$ cat src/rtl/deserializer_if.sv
// deserializer_if: serial bit stream in, valid/ready parallel word out.
//   serial_in/serial_valid : bit stream from the serializer (LSB first)
//   data_out/out_valid/out_ready : one-entry output register handshake
//   overrun/clear_overrun  : sticky dropped-word flag and its clear
//   frame_error            : abort pulse, present only with DESER_FRAME_ERR_EN
interface deserializer_if #(parameter int DATA_WIDTH = 8);
  logic serial_in;
  logic serial_valid;
  logic [DATA_WIDTH-1:0] data_out;
  logic out_valid;
  logic out_ready;
  logic overrun;
  logic clear_overrun;
`ifdef DESER_FRAME_ERR_EN
  logic frame_error;
`endif
  modport master (
    output serial_in, serial_valid, out_ready, clear_overrun,
`ifdef DESER_FRAME_ERR_EN
    input frame_error,
`endif
    input data_out, out_valid, overrun
  );
  modport slave (
    input serial_in, serial_valid, out_ready, clear_overrun,
`ifdef DESER_FRAME_ERR_EN
    output frame_error,
`endif
    output data_out, out_valid, overrun
  );
endinterface

$ cat src/rtl/deserializer.sv
// deserializer: reassembles an LSB-first bit stream into words held in a one-entry valid/ready register.
//   clock, reset : rising-edge clock, asynchronous active-high reset
//   bus (slave)  : serial_in/serial_valid in, data_out/out_valid/out_ready out,
//                  overrun/clear_overrun, frame_error when DESER_FRAME_ERR_EN is defined
module deserializer #(
  parameter int DATA_WIDTH = 8
) (
  input logic clock,
  input logic reset,
  deserializer_if.slave bus
);
  function automatic int clog2(input int v);
    int r;
    r = 0;
    for (int x = v - 1; x > 0; x = x >> 1) r++;
    return r;
  endfunction
  localparam int COUNTER_SIZE = clog2(DATA_WIDTH) + 1;
  // The oldest bit leaves the shifter before it is ever read, so only the upper W-1 bits are stored.
  logic [DATA_WIDTH-2:0] shift_reg;
  logic [DATA_WIDTH-1:0] next_word;
  logic [COUNTER_SIZE-1:0] bit_count;
  logic last, complete, pop;
  assign next_word = {bus.serial_in, shift_reg};
  assign last = bit_count == COUNTER_SIZE'(DATA_WIDTH - 1);
  assign complete = bus.serial_valid && last;
  assign pop = bus.out_valid && bus.out_ready;
  always_ff @(posedge clock or posedge reset) begin
    if (reset) begin
      shift_reg <= '0;
      bit_count <= '0;
      bus.data_out <= '0;
      bus.out_valid <= 1'b0;
      bus.overrun <= 1'b0;
`ifdef DESER_FRAME_ERR_EN
      bus.frame_error <= 1'b0;
`endif
    end else begin
      shift_reg <= bus.serial_valid ? next_word[DATA_WIDTH-1:1] : shift_reg;
      // A low strobe in mid-frame discards the partial word; in idle it is a no-op either way.
      bit_count <= (bus.serial_valid && !last) ? bit_count + 1'b1 : '0;
      if (complete && (!bus.out_valid || pop)) begin
        bus.data_out <= next_word;
        bus.out_valid <= 1'b1;
      end else if (pop) begin
        bus.out_valid <= 1'b0;
      end
      bus.overrun <= (complete && bus.out_valid && !pop) || (bus.overrun && !bus.clear_overrun);
`ifdef DESER_FRAME_ERR_EN
      bus.frame_error <= !bus.serial_valid && bit_count != '0;
`endif
    end
  end
endmodule
$ cat src/flat_wrapper.sv
// flat-port wrapper written by rule: the top's interface ports become plain ports
module deserializer_flat 
#(
  parameter int DATA_WIDTH = 8
)
  (clock, reset, bus_serial_in, bus_serial_valid, bus_out_ready, bus_clear_overrun, bus_data_out, bus_out_valid, bus_overrun);
  deserializer_if #(.DATA_WIDTH(DATA_WIDTH)) bus_i ();
  input logic clock;
  input logic reset;
  input wire logic [$bits(bus_i.serial_in)-1:0] bus_serial_in;
  input wire logic [$bits(bus_i.serial_valid)-1:0] bus_serial_valid;
  input wire logic [$bits(bus_i.out_ready)-1:0] bus_out_ready;
  input wire logic [$bits(bus_i.clear_overrun)-1:0] bus_clear_overrun;
  output wire logic [$bits(bus_i.data_out)-1:0] bus_data_out;
  output wire logic [$bits(bus_i.out_valid)-1:0] bus_out_valid;
  output wire logic [$bits(bus_i.overrun)-1:0] bus_overrun;
  assign bus_i.serial_in = bus_serial_in;
  assign bus_i.serial_valid = bus_serial_valid;
  assign bus_i.out_ready = bus_out_ready;
  assign bus_i.clear_overrun = bus_clear_overrun;
  assign bus_data_out = bus_i.data_out;
  assign bus_out_valid = bus_i.out_valid;
  assign bus_overrun = bus_i.overrun;
  deserializer #(.DATA_WIDTH(DATA_WIDTH)) u_core (.clock(clock), .reset(reset), .bus(bus_i));
endmodule
$ cat config.mk
export PLATFORM = sky130hd
export DESIGN_NAME = deserializer_flat
export DESIGN_NICKNAME = d
export VERILOG_FILES = /design/src/rtl/deserializer_if.sv /design/src/rtl/deserializer.sv /design/src/flat_wrapper.sv
export SDC_FILE = /design/constraint.sdc
export NUM_CORES = 1
export LEC_CHECK = 0
export ABC_AREA = 0
export CORE_MARGIN = 5
export CORE_UTILIZATION = 44
export CTS_CLUSTER_DIAMETER = 40
export DETAILED_ROUTE_END_ITERATION = 8
export PLACE_DENSITY = 0.72
export SYNTH_ARGS = -nofsm -noshare
export SYNTH_HDL_FRONTEND = slang
export SYNTH_SLANG_ARGS = --single-unit
$ cat constraint.sdc
create_clock -name clock -period 1.45 [get_ports clock]
set_input_delay 0.145 -clock clock [delete_from_list [all_inputs] [get_ports clock]]
set_output_delay 0.145 -clock clock [all_outputs]
set_load 0.01 [all_outputs]
== Word level (Yosys, flattened, before mapping) ==
Cells that the tools add are included.
W data, S select, Z words.
Cells by class
  add/sub/neg operators: 1
  eq/ne operators: 1
  muxes and demuxes: 3
  reductions and logical operators: 14
Operators with widths (count)
  $logic_and A1 B1 Y1: 7
  $add A4 B1 Y4 const B: 1
  $eq A4 B3 Y1 const B: 1
  $logic_not A1 Y1: 4
  $mux W4: 1
  $logic_or A1 B1 Y1: 2
  $mux W1: 2
  $reduce_bool A2 Y1: 1
Word-level totals
  register bits after elaboration: 21
  bits of input ports: 6
  output and inout bits: 10
  word-level logic and storage cells: 24

== Depth between registers and ports, before layout ==
  word-level depth: 5
  depth in mapped cells: 5

== Least setup slack after synthesis ==
OpenSTA, ideal clock, no wires.
  path kind: reg2reg
  from: register u_core.bit_count[0]
  to: register u_core.bus.data_out[0]
  arrival: 1285 ps
  data required time: 1325 ps
  path slack: 40 ps
  stages on the path, launching flop included: 6
  path through: dfrtp_1 -> ha_1 -> nand4b_2 -> nor2b_2 -> buf_6 -> mux2_4
On the way
  longest elaborated chain between the ends: 3
RTL lines
  start: declaration: RTL line deserializer.sv:22  | logic [COUNTER_SIZE-1:0] bit_count;
  start signal: assignment: RTL line deserializer.sv:41  | bit_count <= (bus.serial_valid && !last) ? bit_count + 1'b1 : '0;
  $eq A4 B3 Y1: RTL line deserializer.sv:25  | assign last = bit_count == COUNTER_SIZE'(DATA_WIDTH - 1);
  $logic_and A1 B1 Y1: RTL line deserializer.sv:26  | assign complete = bus.serial_valid && last;
  $logic_and A1 B1 Y1: RTL line deserializer.sv:42  | if (complete && (!bus.out_valid || pop)) begin
  end signal: assignment: RTL line deserializer.sv:43  | bus.data_out <= next_word;
  end: declaration: RTL line deserializer_if.sv:29  | output data_out, out_valid, overrun
Every way passes these cells.
A chain may end at the register's enable or synchronous reset.

== Worst setup path after layout ==
Same ends and word-level chain as after synthesis.

==> impl_metrics.yaml <==
floorplanning:
  coreArea_mm2: 0.00192
  ios: 16
  die_area_mm2: 0.00294
  die_w_um: 54.3
  start_util_pct: 44.9
  die_height_um: 54.3
  num_rows: 16
setup_path:
  crit_fanout: 8
  critPathKind: "register to register"
  cp-start-kind: "register"
  arrival_ps: 1590
  endpoint_kind: "register"
  worst-endpoint-required_ps: 1640
cells_and_area:
  syn_to_final_growth_pct: 32.4
  post-route-util_pct: 59.4
  nNetsFinal: 87
  largest_register_ffs: 8
  layout-drive-gt1-share_pct: 35.4
  antenna_cells: 0
sta:
  worstMarginPinSlew_ps: 259
  final_max_slew_viol_count: 0
  hold_viol: 0
  layout_setup_ws_ps: 44.5
  fin_crit_sh_pct: 96.9
  tns_ps: 0
  finalSetupViolations: 0
  period_needed_ps: 1410
  finClkSkew_ps: 2.28
  relSlewSlack_pct: 82.8
  fmaxAchievable_ghz: 0.711
synth:
  ys_warn_count: 0
  synth_xor_area_share_pct: 1.02
  synth_top_family_by_area: "multiplexers"
  syn-num-nets: 63
  netlist_instances: 56
  synth.area.mux_share_pct: 24.2
  ys_seq_area_share_pct: 61.0
  synth_area_leaders: "dfrtp_1 61%, mux2_4 14%, mux2_2 9.1%, nand4b_2 1.7%, ha_1 1.5%"
  netlist_area_um2: 862
  synth_top_cell_by_area: "dfrtp_1"
  synth_compound_area_share_pct: 0.726
  synth_area_per_cell_um2: 15.4
  synth_adder_area_share_pct: 1.45
  synth-simple-area-share_pct: 8.85
  synth_cell_types: 20
  synth.ff_latch_count: 21
  synth_top_cell_area_share_pct: 61.0
clocking:
  clk_pin_slew_ps: 110
  cts_root_buffer: "clkbuf_4"
  clk_path_buf_depth: 2
  cts_tree: "yes"
  h-tree-depth: 1
  clk_latency_ps: 290
  clock-sinks: 21
  numCtsBuffers: 3
  cts_hold_buffers: 0
power:
  power_uw: 1170
  ir_drop_v: 0.000611
  leakagePower_uw: 0.000547
  pwr_density_cell_mw_per_mm2: 1020
routing:
  drc: 0
  drt_iter0_drc: 1
  wire_per_inst_um: 12.9
  viasPerCell: 4.59
  vias: 487
  firstDrtPassIters: 2
  wirelength_um: 1370
  postRouteAntennaNets: 0
status:
  status: "finished clean"
job:
  max-cap-violations: 0
grt:
  track_usage_pct: 10.3
  grt_first_pass_wirelength_um: 2090
  grt_max_degree: 22
  first_global_vias: 491
  gr-total-overflow: 0
  antenna_found_initial: 0
place:
  place_congestion: 0.666
  pre_cts_ws_ps: -74.9
  dpl.hpwl_um: 933
  portBuffers: 15
hold_path:
  hold_class: "primary input to asynchronous set/reset pin"
## cell families after synthesis
group	Yosys count
fa+ha+maj	1
flops	21
buf+inv	4
simple gates	12
mux	16
compound gates	1
xor+xnor	1
## cells in the final DEF, fill, tap and decap left out, drive strengths merged
cell type,count
dfrtp,21
clkdlybuf4s50,15
mux2,15
buf,6
clkbuf,3
nand2,2
nor2,2
inv,2
nor2b,2
nand4b,1
nand2b,1
xor2,1
and2,1
nand3b,1
and3,1
o22ai,1
nand3,1
mux2i,1
ha,1
clkinv,1
## synthesized netlist by cell type (all sizes together)
library cell	count
dfrtp	21
inv	2
nand2	2
and2	1
o22ai	1
nand3	1
ha	1
and3	1
nand2b	1
mux2	15
nand3b	1
nor2	2
nor2b	2
nand4b	1
xor2	1
buf	2
mux2i	1
## routing by layer
layer	GRT usage [%]	vias up	part of all wire, %
met5	0	-	0
met4	7.47	0	2.0
met3	1.63	2	2.2
met2	15.7	12	48
met1	13.2	235	47
li1	-	238	-
## layout make-up
class	count	area (µm²)
Clock buffer	3	22.5
Clock inverter	1	5.00
Fill cell	164	781
Inverter	2	7.51
Multi-Input combinational cell	31	339
Sequential cell	21	526
Tap cell	27	33.8
Timing Repair Buffer	21	208
## metrics by stage
stage	cell area, µm²	hold WS (ps)	cells
final	1140	158	106
after global routing	1140	192	106
after CTS	1110	156	106
after detailed placement	1090	453	102
after global placement	1090	443	102
after floorplan	862	122	56
## report_power, final
group | switching [µW] | internal [µW] | leakage, µW | total [µW]
combinational | 59.5 | 124 | 0.000254 | 184
sequential | 52.4 | 660 | 0.000274 | 712
clock | 168 | 102 | 0.0000177 | 270
total | 279 | 886 | 0.000547 | 1170
## worst paths after layout
check                               startpoint                     end  slack, ps  cells after the start
hold reg to reg            u_core.bit_count[0]     u_core.bit_count[0]        510                      1
min in group clock           bus_clear_overrun      u_core.bus.overrun        430                      2
max in group asynchronous                reset     u_core.bit_count[2]       1090                      3
setup reg to reg           u_core.bit_count[0]  u_core.bus.data_out[0]         40                      5
hold / removal                           reset     u_core.shift_reg[0]        160                      3
setup / recovery           u_core.bit_count[0]  u_core.bus.data_out[0]         40                      5
## worst max-delay path: stages, from the launching register on
cell	delay, ps
dfrtp_1	420
ha_4	170
nand4b_4	120
nor2b_4	150
buf_12	140
mux2_4	300
## what timing repair did
action                     CTS  global route
setup endpoints to repair    0             8
setup buffers                0             0
gates resized for setup      0             4
Power figures use the tool's default switching activity.
